<file path="config.mk">
export PLATFORM = sky130hd
export DESIGN_NAME = uart_rx_frame
export DESIGN_NICKNAME = d
export VERILOG_FILES = /design/src/rtl/lenet_uart_pkg.sv /design/src/rtl/uart_rx_byte.sv /design/src/rtl/uart_rx_frame.sv
export SDC_FILE = /design/constraint.sdc
export NUM_CORES = 1
export LEC_CHECK = 0
export ABC_AREA = 1
export BUFFER_PORTS_ARGS = -buffer_cell sky130_fd_sc_hd__buf_2
export CAP_MARGIN = 30
export CORE_MARGIN = 2
export CORE_UTILIZATION = 45
export CTS_CLUSTER_DIAMETER = 50
export CTS_CLUSTER_SIZE = 14
export DETAILED_ROUTE_END_ITERATION = 7
export PLACE_DENSITY = 0.73
export SYNTH_ARGS = -nofsm -noshare
export SYNTH_HDL_FRONTEND = slang
export SYNTH_SLANG_ARGS = --single-unit
</file>
<file path="constraint.sdc">
create_clock -name clk -period 2.2 [get_ports clk]
set_input_delay 0.22 -clock clk [delete_from_list [all_inputs] [get_ports clk]]
set_output_delay 0.22 -clock clk [all_outputs]
set_load 0.1 [all_outputs]
</file>
<file path="src/rtl/lenet_uart_pkg.sv">
// Shared definitions for the LeNet-5 serial image link (receiver and test transmitter).
package lenet_uart_pkg;

  // Board clock and line rate shared by both ends of the link.
  localparam int CLK_FREQ_DEFAULT    = 50_000_000;
  localparam int BAUD_DEFAULT        = 115_200;

  // One 42x42 greyscale image, one byte per pixel.
  localparam int FRAME_BYTES_DEFAULT = 1764;

  // Byte receiver states.
  typedef enum logic [2:0] {
    ST_IDLE  = 3'd0,
    ST_START = 3'd1,
    ST_DATA  = 3'd2,
    ST_STOP  = 3'd3,
    ST_BREAK = 3'd4
  } rx_state_e;

  // Number of address bits needed to index n bytes.
  function automatic int addr_width(input int n);
    return (n <= 1) ? 1 : $clog2(n);
  endfunction

  // Image buffer address width for the default frame size.
  localparam int FRAME_ADDR_W = addr_width(FRAME_BYTES_DEFAULT);

endpackage

</file>
<file path="src/rtl/uart_rx_byte.sv">
// 8N1 byte receiver: input synchronizer, byte FSM and bit timer.
// Samples each bit at its centre; returns to IDLE at mid-stop so that a
// start bit directly following the stop bit is never missed.
module uart_rx_byte
  import lenet_uart_pkg::*;
#(
  parameter int CLKS_PER_BIT = CLK_FREQ_DEFAULT / BAUD_DEFAULT
) (
  input  logic       clk,
  input  logic       rst,
  input  logic       bit_in,
  output logic       byte_valid,
  output logic [7:0] byte_data,
  output logic       stop_err,
  output logic       rx_idle
);

  localparam int             TW        = $clog2(CLKS_PER_BIT + 1);
  localparam logic [TW-1:0]  HALF_LAST = TW'(CLKS_PER_BIT / 2 - 1);
  localparam logic [TW-1:0]  BIT_LAST  = TW'(CLKS_PER_BIT - 1);

  logic          sync1_r;
  logic          sync2_r;
  logic          rx_s;

  rx_state_e     state_r;
  rx_state_e     state_next_s;
  logic [TW-1:0] timer_r;
  logic [TW-1:0] timer_next_s;
  logic [2:0]    idx_r;
  logic [2:0]    idx_next_s;
  logic [7:0]    shift_r;
  logic [7:0]    shift_next_s;
  logic [7:0]    data_r;
  logic [7:0]    data_next_s;
  logic          valid_r;
  logic          valid_next_s;
  logic          err_r;
  logic          err_next_s;

  assign rx_s       = sync2_r;
  assign byte_valid = valid_r;
  assign byte_data  = data_r;
  assign stop_err   = err_r;
  assign rx_idle    = (state_r == ST_IDLE);

  // Two-flop synchronizer for the asynchronous line; resets to the idle (high) level.
  always_ff @(posedge clk) begin
    if (rst) begin
      sync1_r <= 1'b1;
      sync2_r <= 1'b1;
    end else begin
      sync1_r <= bit_in;
      sync2_r <= sync1_r;
    end
  end

  // State, timer and shift register update.
  always_ff @(posedge clk) begin
    if (rst) begin
      state_r <= ST_IDLE;
      timer_r <= '0;
      idx_r   <= 3'd0;
      shift_r <= 8'h00;
      data_r  <= 8'h00;
      valid_r <= 1'b0;
      err_r   <= 1'b0;
    end else begin
      state_r <= state_next_s;
      timer_r <= timer_next_s;
      idx_r   <= idx_next_s;
      shift_r <= shift_next_s;
      data_r  <= data_next_s;
      valid_r <= valid_next_s;
      err_r   <= err_next_s;
    end
  end

  // Next-state and datapath decode for the byte FSM.
  always_comb begin
    state_next_s = state_r;
    timer_next_s = timer_r;
    idx_next_s   = idx_r;
    shift_next_s = shift_r;
    data_next_s  = data_r;
    valid_next_s = 1'b0;
    err_next_s   = 1'b0;

    case (state_r)
      ST_IDLE: begin
        timer_next_s = '0;
        if (!rx_s) begin
          state_next_s = ST_START;
        end else begin
          state_next_s = ST_IDLE;
        end
      end

      ST_START: begin
        if (timer_r == HALF_LAST) begin
          timer_next_s = '0;
          idx_next_s   = 3'd0;
          if (rx_s) begin
            // Line went back high before mid-start: treat as a glitch.
            state_next_s = ST_IDLE;
          end else begin
            state_next_s = ST_DATA;
          end
        end else begin
          timer_next_s = timer_r + TW'(1);
        end
      end

      ST_DATA: begin
        if (timer_r == BIT_LAST) begin
          timer_next_s        = '0;
          shift_next_s[idx_r] = rx_s;
          if (idx_r == 3'd7) begin
            idx_next_s   = 3'd0;
            state_next_s = ST_STOP;
          end else begin
            idx_next_s   = idx_r + 3'd1;
          end
        end else begin
          timer_next_s = timer_r + TW'(1);
        end
      end

      ST_STOP: begin
        if (timer_r == BIT_LAST) begin
          timer_next_s = '0;
          if (rx_s) begin
            valid_next_s = 1'b1;
            data_next_s  = shift_r;
            state_next_s = ST_IDLE;
          end else begin
            // Framing error: byte is dropped, wait for the line to recover.
            err_next_s   = 1'b1;
            state_next_s = ST_BREAK;
          end
        end else begin
          timer_next_s = timer_r + TW'(1);
        end
      end

      ST_BREAK: begin
        timer_next_s = '0;
        if (rx_s) begin
          state_next_s = ST_IDLE;
        end else begin
          state_next_s = ST_BREAK;
        end
      end

      default: begin
        timer_next_s = '0;
        state_next_s = ST_IDLE;
      end
    endcase
  end

endmodule

</file>
<file path="src/rtl/uart_rx_frame.sv">
// Image-frame receiver: places each received byte at the next address of the
// image buffer, flags the end of a full frame, and discards a partial frame
// after a long mid-frame silence.
module uart_rx_frame
  import lenet_uart_pkg::*;
#(
  parameter int CLK_FREQ     = CLK_FREQ_DEFAULT,
  parameter int BAUD         = BAUD_DEFAULT,
  parameter int CLKS_PER_BIT = CLK_FREQ / BAUD,
  parameter int FRAME_BYTES  = FRAME_BYTES_DEFAULT,
  parameter int TIMEOUT_BITS = 32
) (
  input  logic                    clk,
  input  logic                    rst,
  input  logic                    bit_in,
  output logic                    wr_en,
  output logic [FRAME_ADDR_W-1:0] wr_addr,
  output logic [7:0]              wr_data,
  output logic                    frame_done,
  output logic                    frame_abort,
  output logic                    frame_err,
  output logic                    busy
);

  localparam logic [FRAME_ADDR_W-1:0] FRAME_LAST = FRAME_ADDR_W'(FRAME_BYTES - 1);
  localparam int                      TO_CLKS    = TIMEOUT_BITS * CLKS_PER_BIT;
  localparam int                      TOW        = $clog2(TO_CLKS + 1);
  localparam logic [TOW-1:0]          TO_LAST    = TOW'(TO_CLKS - 1);

  logic                    byte_valid_s;
  logic [7:0]              byte_data_s;
  logic                    stop_err_s;
  logic                    rx_idle_s;

  logic [FRAME_ADDR_W-1:0] wr_ptr_r;
  logic [FRAME_ADDR_W-1:0] wr_ptr_next_s;
  logic [TOW-1:0]          to_cnt_r;
  logic [TOW-1:0]          to_cnt_next_s;
  logic                    done_next_s;
  logic                    abort_next_s;

  logic                    wr_en_r;
  logic [FRAME_ADDR_W-1:0] wr_addr_r;
  logic [7:0]              wr_data_r;
  logic                    frame_done_r;
  logic                    frame_abort_r;
  logic                    frame_err_r;
  logic                    busy_r;

  uart_rx_byte #(
    .CLKS_PER_BIT (CLKS_PER_BIT)
  ) u_byte (
    .clk        (clk),
    .rst        (rst),
    .bit_in     (bit_in),
    .byte_valid (byte_valid_s),
    .byte_data  (byte_data_s),
    .stop_err   (stop_err_s),
    .rx_idle    (rx_idle_s)
  );

  assign wr_en       = wr_en_r;
  assign wr_addr     = wr_addr_r;
  assign wr_data     = wr_data_r;
  assign frame_done  = frame_done_r;
  assign frame_abort = frame_abort_r;
  assign frame_err   = frame_err_r;
  assign busy        = busy_r;

  // Frame pointer advance/wrap and the mid-frame idle timeout.
  always_comb begin
    wr_ptr_next_s = wr_ptr_r;
    to_cnt_next_s = to_cnt_r;
    done_next_s   = 1'b0;
    abort_next_s  = 1'b0;

    if (byte_valid_s) begin
      to_cnt_next_s = '0;
      if (wr_ptr_r == FRAME_LAST) begin
        wr_ptr_next_s = '0;
        done_next_s   = 1'b1;
      end else begin
        wr_ptr_next_s = wr_ptr_r + FRAME_ADDR_W'(1);
      end
    end else if (rx_idle_s && (wr_ptr_r != '0)) begin
      if (to_cnt_r == TO_LAST) begin
        to_cnt_next_s = '0;
        wr_ptr_next_s = '0;
        abort_next_s  = 1'b1;
      end else begin
        to_cnt_next_s = to_cnt_r + TOW'(1);
      end
    end else begin
      // A byte is in flight or no frame is open: keep the timeout cleared.
      to_cnt_next_s = '0;
    end
  end

  // Frame state and registered write-port / status outputs.
  always_ff @(posedge clk) begin
    if (rst) begin
      wr_ptr_r      <= '0;
      to_cnt_r      <= '0;
      wr_en_r       <= 1'b0;
      wr_addr_r     <= '0;
      wr_data_r     <= 8'h00;
      frame_done_r  <= 1'b0;
      frame_abort_r <= 1'b0;
      frame_err_r   <= 1'b0;
      busy_r        <= 1'b0;
    end else begin
      wr_ptr_r      <= wr_ptr_next_s;
      to_cnt_r      <= to_cnt_next_s;
      wr_en_r       <= byte_valid_s;
      frame_done_r  <= done_next_s;
      frame_abort_r <= abort_next_s;
      frame_err_r   <= stop_err_s;
      busy_r        <= (wr_ptr_next_s != '0);
      if (byte_valid_s) begin
        wr_addr_r <= wr_ptr_r;
        wr_data_r <= byte_data_s;
      end
    end
  end

endmodule
</file>
==> After elaboration in Yosys (flattened, before gate mapping) <==
Index checks and enable logic that the tools add are counted.
{ "word_totals": {"reg_bits": 84, "latch_bits": 0, "ram_bits": 0, "romBits": 0, "inputBits": 3, "output_inout_bits": 24, "word_cells": 82, "n_memories": 0} }
{ "op_classes": {"n_addsub": 4, "n_mul": 0, "div": 0, "n_lt_le_gt_ge": 2, "eq_ne": 13, "n_shift": 0, "mux": 26, "bitwise": 4, "n_reduce_logical": 15} }
{ "op_table": {"columns": ["cell", "count"], "rows": [
  ["$mux 11", 4],
  ["$mux 3", 8],
  ["$reduce_bool 11->1", 2],
  ["$mux 9", 2],
  ["$pmux 9 s2", 1],
  ["$pmux 3 s5", 1],
  ["$add 14x1->14 const B", 1],
  ["$eq 14x14->1 const B", 1],
  ["$add 11x1->11 const B", 1],
  ["$eq 11x11->1 const B", 1],
  ["$add 9x1->9 const B", 1],
  ["$eq 9x8->1 const B", 1],
  ["$eq 9x9->1 const B", 1],
  ["$bwmux 8", 1],
  ["$ne 2x1->1 const B", 4],
  ["$eq 3x2->1 const B", 2],
  ["$eq 3x3->1 const B", 2],
  ["$mux 1", 6],
  ["$pmux 3 s2", 1],
  ["$reduce_and 3->1", 2],
  ["$reduce_or 3->1", 2],
  ["$lt 3x4->1 const B", 1],
  ["$not 1->1", 4],
  ["$reduce_and 4->1", 1],
  ["11 further kinds", 13]
]} }

==> Longest topological paths before layout <==
Gate-level depths: netlist (run 1).
{ "logic_depth": {"ltp_word": 5, "ltp_mapped": 13, "depth_no_buf": 13} }

==> Hierarchy <==
A second synthesis (run 1) with hierarchy kept.
{ "unflattened": {"cells_unflattened": 559, "area_unflattened_um2": 3866.2} }
{ "by_module_without_submodules": {"columns": ["module", "n_inst", "cells_each", "area_per_inst_um2", "seq_area_each_um2"], "rows": [
  ["uart_rx_frame", 1, 309, 2159.6, 980.9],
  ["uart_rx_byte", 1, 250, 1706.6, 700.7]
]} }

==> Worst setup path after synthesis (run 1) <==
OpenSTA, ideal clock, no wires.
{ "synth_timing": {"kind": "reg-to-reg", "start": "reg to_cnt_r[0]", "end": "reg busy_r (netlist: busy)", "setup_time_ns": 0.128, "arrival_ns": 1.471, "required_time_ns": 2.072, "slack_ns": 0.602, "path_stages_with_launch": 14, "n_path_buf": 1, "synth_period_minus_slack_ns": 1.598, "cell_sequence": "dfxtp_1 -> ha_1 -> nand2_2 -> nor2_4 -> nand3_2 -> nor2_4 -> nand3_2 -> buf_6 -> nand2_1 -> nand2_1 -> nor2_1 -> nand3_1 -> nor2_1 -> nor2_1"} }
{ "synth_between": {"elab_chain_cells": 5} }
{ "synth_rtl": {"columns": ["element", "line_no", "text"], "rows": [
  ["from (decl)", "uart_rx_frame.sv:37", "logic [TOW-1:0] to_cnt_r;"],
  ["from (signal assigned)", "uart_rx_frame.sv:113", "to_cnt_r <= to_cnt_next_s;"],
  ["$eq 14x14->1", "uart_rx_frame.sv:86", "if (to_cnt_r == TO_LAST) begin"],
  ["$mux 11", "uart_rx_frame.sv:86", null],
  ["$mux 11", "uart_rx_frame.sv:85", "end else if (rx_idle_s && (wr_ptr_r != '0)) begin"],
  ["$mux 11", "uart_rx_frame.sv:77", "if (byte_valid_s) begin"],
  ["$reduce_bool 11->1", "uart_rx_frame.sv:118", "busy_r <= (wr_ptr_next_s != '0);"],
  ["to (signal assigned)", "uart_rx_frame.sv:118", null],
  ["to (decl)", "uart_rx_frame.sv:48", "logic busy_r;"]
]} }
No other way between the ends.
A chain may end at the register's enable or synchronous reset.

==> Worst setup path in the final report (run 1) <==
{ "layout_timing": {"start": "reg wr_ptr_r[1]", "end": "reg busy_r (netlist: busy)"} }
{ "layout_between": {"elab_chain_cells": 5, "word_cells_on_any_way": 9, "classes_between": "add/sub (1); eq/ne (1); mux (4); reduce/logical (3)"} }
{ "layout_rtl": {"columns": ["element", "line_no", "text"], "rows": [
  ["from (decl)", "uart_rx_frame.sv:35", "logic [FRAME_ADDR_W-1:0] wr_ptr_r;"],
  ["from (signal assigned)", "uart_rx_frame.sv:112", "wr_ptr_r <= wr_ptr_next_s;"],
  ["parallel branches: the longest is 3 deep, another holds $add 11x1->11", null, null],
  ["$mux 11 (*)", "uart_rx_frame.sv:77", null],
  ["$reduce_bool 11->1 (*)", "uart_rx_frame.sv:118", null]
]} }
Mark *: on every way between the ends.

==> results.py, run 1 <==
metrics = {
    "outcome": {
        "status": "completed",
    },
    "pwr": {
        "p_leak_nw": 1.728,
        "power_density_mw_per_mm2": 753.6,
        "sw_frac_of_total": 0.2664,
        "power_switching_uw": 833.9,
        "total_power_mw": 3.130,
        "p_clk_frac": 0.402,
        "pwr-share-comb": 0.094,
        "p_seq_frac": 0.504,
        "peakVddDrop_v": 0.0003603,
        "p_int_mw": 2.296,
    },
    "global_routing": {
        "track_usage": 0.1738,
        "antenna_found_initial": 0,
        "gr-total-overflow": 0,
        "grt_max_degree": 27,
        "grt_pass1_wl_um": 12370,
        "grt_pass1_vias": 2930,
    },
    "detailed_routing": {
        "vias": 3127,
        "drtAntennaViolNets": 0,
        "initialDrtViolationCount": 153,
        "firstDrtPassIters": 4,
        "viasPerCell": 4.963,
        "wl_per_cell_um": 11.41,
        "drt_wl_total_um": 7191,
        "drc": 0,
    },
    "clock_network": {
        "tritoncts": "yes",
        "cts_made_buffers": 9,
        "clkTransAtPathRegs_ps": 90,
        "cts_setup_buffers": 0,
        "hold_buffers": 0,
        "clockRootBuffer": "clkbuf_8",
        "cts_resized": 0,
        "h-tree-depth": 3,
        "worstSkewPairLatency_ps": 360,
        "clk_path_buf_depth": 2,
        "clock-sinks": 84,
    },
    "synth": {
        "synth-seq-area-share": 0.4537,
        "synth-seq-cells": 84,
        "syn_avg_cell_area_um2": 7.533,
        "synth_edf_count": 0,
        "synth_ff_type": "dfxtp_1",
        "syn_nets": 503,
        "synth.top_cell.area_share": 0.4537,
        "async_flop_share": 0,
        "syn-cell-area_mm2": 0.003706,
        "synthTopCellsByArea": "dfxtp_1 (45%), nand2_1 (8.5%), nor2_1 (6.6%)",
        "post_synth_num_cell_types": 37,
        "synth_top_area_cell": "dfxtp_1",
        "yosysWarnings": 0,
        "synthCells": 492,
    },
    "cells_and_area": {
        "final_cells": 630,
        "nNetsFinal": 531,
        "multi_input_area_mm2": 0.001708,
        "seq_area_mm2": 0.001682,
        "layout_common_cells": "nand2_1 (84), dfxtp_1 (84), nor2_1 (65), inv_1 (63), a21oi_1 (40)",
        "diodes": 0,
        "area_growth_pct": 12.05,
        "nFillCells": 796,
        "drive_above_1_share": 0.1467,
    },
    "place": {
        "io_buffers": 26,
        "dp_hpwl_um": 5188,
        "placedCellCount": 614,
        "preCtsSetupSlack_ps": 379.5,
        "gp_congestion": 0.8796,
    },
    "timing": {
        "fin_crit_sh": 0.8360,
        "setup_slack_ps": 360.9,
        "layout_min_cycle_time_ps": 1839,
        "holdWs_ps": 49.34,
        "clock_skew_ps": 16.66,
        "maxSlewHeadroom": 0.6429,
        "max_freq_ghz": 0.5437,
        "worst_slew_pin_slew_ps": 535.7,
        "hold_viol": 0,
        "maxSlewViolCount": 0,
        "fin_setup_tns_ps": 0,
        "rsz0062_at_grt": "no",
        "finalSetupViolCount": 0,
    },
    "setup_path": {
        "required_ps": 2430,
        "crit_fanout": 11,
        "crit_type": "register to register",
        "regToRegSetupSlack_ps": 360,
        "cp-end-kind": "register",
        "arrival_ps": 2070,
        "startpoint_type": "register",
    },
    "floorplanning": {
        "die_area_mm2": 0.008978,
        "die_w_um": 94.75,
        "num_rows": 33,
        "die_h_um": 94.75,
        "ios": 27,
        "start_util": 0.4579,
        "coreArea_mm2": 0.008093,
    },
    "worst_hold_path": {
        "hold_class": "input port to register",
    },
    "job": {
        "drv_cap": 0,
    },
}
registers in the layout, summed over array words and instances, names as in the netlist, 3 cells and up:
name,flops
u_byte.timer_r,9
wr_data,8
wr_ptr_r,11
u_byte.byte_data,8
wr_addr,11
u_byte.state_r,3
u_byte.idx_r,3
u_byte.shift_r,8
to_cnt_r,14
synth_stat cells (2+ instances only):
cell type	n
a22o_1	8
a21oi_1	40
nor4_1	2
o21ai_0	33
nand3_1	28
nor3_1	15
clkbuf_1	4
xnor2_1	3
inv_1	63
dfxtp_1	84
nor2_2	6
nand2_1	84
buf_2	2
buf_6	2
ha_1	8
nor2_1	65
xor2_1	5
nand2_2	7
nor2_4	5
nand3_2	3
nand4_1	3
or2_2	3
buf_1	3
clkinv_2	2
a31oi_1	2
path summary, 6_finish.rpt:
check | endpoint | depth (start not counted) | startpoint
min | u_byte.sync1_r | 2 | bit_in
min reg2reg | u_byte.rx_s | 1 | u_byte.sync1_r
max | busy | 12 | wr_ptr_r[1]
max reg2reg | busy | 12 | wr_ptr_r[1]
stage by stage:
step / cell area, um^2 / util
2_1_floorplan: 3706 / -
3_3_place_gp: 3924 / 0.4848
3_5_place_dp: 3924 / 0.4848
4_1_cts: 4153 / 0.5131
5_1_grt: 4153 / 0.5131
6_report: 4153 / 0.5131
final cells by class:
type                    count  area share
multi-input cells         330      0.4113
flip-flops and latches     84      0.4049
inverters                  66     0.06026
repair buffers             29     0.03676
well taps                 105     0.03164
clock buffers               9     0.02983
clock inverters             7     0.02531
critical path, cell delays in order (launching register included):
cell and delay (ps):
dfxtp_1 400, inv_1 110, ha_1 190, nand2_1 80, nor2_1 50, nand2_1 80
nand3_2 240, nand3_1 190, nand2_1 70, nor2_1 90, nand3_1 70, nor2_1 100
nor2_1 50
kinds of logic after synthesis:
| logic type | count (synthesis) | share of synthesized area |
|---|---|---|
| flip-flops | 84 | 0.4537 |
| adder cells (fa/ha/maj) | 8 | 0.02701 |
| buffers and inverters | 78 | 0.08541 |
| XOR/XNOR | 8 | 0.01891 |
| AND/OR/NAND/NOR | 228 | 0.2883 |
| AO/OA/AOI/OAI | 86 | 0.1266 |
routing by layer:
layer | vias up | GRT usage | share of wire
met5 | - | 0 | 0
met4 | 0 | 0.08333 | 0.019
met3 | 13 | 0.03272 | 0.035
met2 | 54 | 0.2949 | 0.48
met1 | 1429 | 0.2115 | 0.46
li1 | 1631 | - | -
power groups by stage:
stage | combinational, mW | sequential (mW) | clock (mW)
6_report | 0.294 | 1.58 | 1.26
5_1_grt | 0.337 | 1.58 | 1.34
4_1_cts | 0.295 | 1.58 | 1.28
3_5_place_dp | 0.294 | 1.61 | 0
3_3_place_gp | 0.283 | 1.61 | 0
2_1_floorplan | 0.242 | 1.61 | 0
Note: power is estimated with default switching activity, not from simulation.
==> run 2: changes to the inputs <==
clock period = 1.9 ns   (was 2.2 ns; I/O delays follow)
==> run 2 against run 1 <==
  * Final cell count increased by 0.79%
  * Hold slack improved by 110 ps
  * Register-to-register slack got worse by 230 ps
  * Clock power increased by 5%
  * Power increased by 11%
  * First-iteration DRC count decreased by 12%
  * Critical endpoint unchanged
  * Critical path depth unchanged
  * Clock skew decreased by 2.7 ps
  * Combinational power increased by 18%
  * Non-clock buffer count increased by 5
  * Routed wire length decreased by 0.33%
  * Critical path type unchanged
  * Sequential share of layout area decreased by 0.35 points
==> results.py, run 2 (same netlist as run 1, synthesis figures left out) <==
metrics = {
    "outcome": {
        "status": "completed",
    },
    "cells_and_area": {
        "diodes": 0,
        "nFillCells": 799,
        "drive_above_1_share": 0.1604,
        "nNetsFinal": 536,
        "final_common_cell": "dfxtp_1",
        "layout_common_cells": "dfxtp_1 (84), nand2_1 (83), nor2_1 (64), inv_1 (62), a21oi_1 (40)",
        "largest_reg_flops": 14,
        "largest_register": "to_cnt_r",
        "area_growth_pct": 13.03,
    },
    "detailed_routing": {
        "drtAntennaViolNets": 0,
        "viasPerCell": 4.898,
        "initialDrtViolationCount": 135,
        "vias": 3110,
        "firstDrtPassIters": 4,
        "drt_wl_total_um": 7167,
        "wl_per_cell_um": 11.29,
        "drc": 0,
    },
    "clock_network": {
        "h-tree-depth": 3,
        "clk_path_buf_depth": 2,
        "cts_setup_buffers": 0,
        "tritoncts": "yes",
        "worstSkewPairLatency_ps": 370,
        "clkTransAtPathRegs_ps": 100,
        "clockRootBuffer": "clkbuf_8",
        "cts_made_buffers": 9,
        "clock-sinks": 84,
    },
    "floorplanning": {
        "num_rows": 33,
        "ios": 27,
        "start_util": 0.4579,
        "coreArea_mm2": 0.008093,
        "die_area_mm2": 0.008978,
        "die_w_um": 94.75,
        "die_h_um": 94.75,
    },
    "setup_path": {
        "crit_type": "register to register",
        "regToRegSetupSlack_ps": 130,
        "arrival_ps": 2020,
        "slowest_stage": "dfxtp_1",
        "r2r-start": "wr_ptr_r[0]",
        "critPathMaxStageDelay_ps": 450,
        "cp-end-kind": "register",
        "r2r_cells": 12,
        "path_cells": "ha_1 > nand2_1 > inv_1 > nand2_1 > nor2_2 > nand3_1 > nand3_1 > nand2_1 > nor2_1 > nand3_1 > nor2_1 > nor2_1",
        "crit_fanout": 6,
        "cp.buffers_inverters": 1,
        "cp_top_family": "simple AND/OR/NAND/NOR gates",
        "reg2reg_to": "busy",
        "required_ps": 2150,
        "startpoint_type": "register",
    },
    "worst_hold_path": {
        "hold_depth": 4,
        "min_to": "frame_abort",
        "worstHoldStart": "rst",
        "hold_class": "input port to register",
    },
    "timing": {
        "max_freq_ghz": 0.5647,
        "hold_viol": 0,
        "fin_crit_sh": 0.9320,
        "layout_min_cycle_time_ps": 1771,
        "fin_setup_tns_ps": 0,
        "rsz0062_at_grt": "yes",
        "holdWs_ps": 161.8,
        "finalSetupViolCount": 0,
        "worst_slew_pin_slew_ps": 504.8,
        "maxSlewViolCount": 0,
        "clock_skew_ps": 13.94,
        "maxSlewHeadroom": 0.6658,
    },
    "place": {
        "gp_congestion": 0.9023,
        "io_buffers": 26,
        "dp_hpwl_um": 5333,
    },
    "global_routing": {
        "grt_pass1_vias": 2892,
        "grt_max_degree": 26,
        "gr-total-overflow": 0,
        "grt_pass1_wl_um": 12490,
        "antenna_found_initial": 0,
        "track_usage": 0.1773,
    },
    "pwr": {
        "peakVddDrop_v": 0.0004451,
        "power_density_mw_per_mm2": 833.0,
        "p_leak_nw": 1.743,
    },
    "job": {
        "drv_cap": 0,
    },
}
==> run 2: cell count changes in the layout (fill, tap and decap cells not counted) <==
cell	before	now
inv_6	2	1
nand2_1	84	83
nor2_2	6	7
bufinv_16	2	1
nand3_1	28	27
nor2_1	65	64
nand3_4	0	1
inv_1	63	62
buf_4	3	7
clkinv_4	1	3
dlygate4sd3_1	0	1
inv_2	1	2
nand2_2	7	8
==> run 2: per-layer routing <==
metal | routed length, um | GRT usage
met3 | 247 | 0.03831
met1 | 3357 | 0.2135
met4 | 106 | 0.08092
met2 | 3455 | 0.3020
met5 | 0 | 0
==> run 2: stage by stage <==
stage | worst slack (ps) | total power, mW | instances | cell area [um^2] | util
3_5_place_dp | 90.71 | 2.208 | 618 | 3954 | 0.4886
2_1_floorplan | 301.5 | 2.141 | 492 | 3706 | -
3_3_place_gp | 147.4 | 2.195 | 618 | 3954 | 0.4886
4_1_cts | 73.07 | 3.520 | 635 | 4172 | 0.5155
6_report | 129.2 | 3.489 | 635 | 4189 | 0.5176
5_1_grt | -28.55 | 3.683 | 635 | 4189 | 0.5176
==> run 2: worst max path at each step <==
| stage | start | cells past startpoint | slack (ps) | endpoint |
|---|---|---|---|---|
| after floorplan | to_cnt_r[0] | 13 | 300 | busy |
| after global placement | to_cnt_r[0] | 12 | 150 | busy |
| after detailed placement | wr_ptr_r[0] | 12 | 90 | busy |
| after CTS | to_cnt_r[0] | 12 | 70 | busy |
| after global routing | to_cnt_r[0] | 12 | -30 | busy |
| final | wr_ptr_r[0] | 12 | 130 | busy |
==> run 2: layout make-up <==
type,count,area [um^2],area share
clock inverter,7,83.83,0.02001
sequential,84,1682,0.4014
timing repair buffer,34,192.7,0.04600
inverter,66,250.2,0.05974
clock buffer,9,123.9,0.02957
multi-input combinational,330,1725,0.4119
tap,105,131.4,0.03136
==> run 2: what timing repair did <==
item                                    4_1_cts  5_1_grt
hold endpoints to repair                      1        0
resized for setup                             0        5
hold buffers                                  1        0
endpoints found under the setup margin        0        3
==> run 2: tightest hold or removal path: cells and delay by family <==
kind | cells | cell delay, ps
and+or+nand+nor | 2 | 110
buffers and inverters | 2 | 180
==> run 2: where the power goes <==
group | leakage (nW) | internal [mW] | switching, mW
registers | 0.677 | 1.79 | 0.0321
clock network | 0.102 | 0.627 | 0.689
logic | 0.963 | 0.104 | 0.242
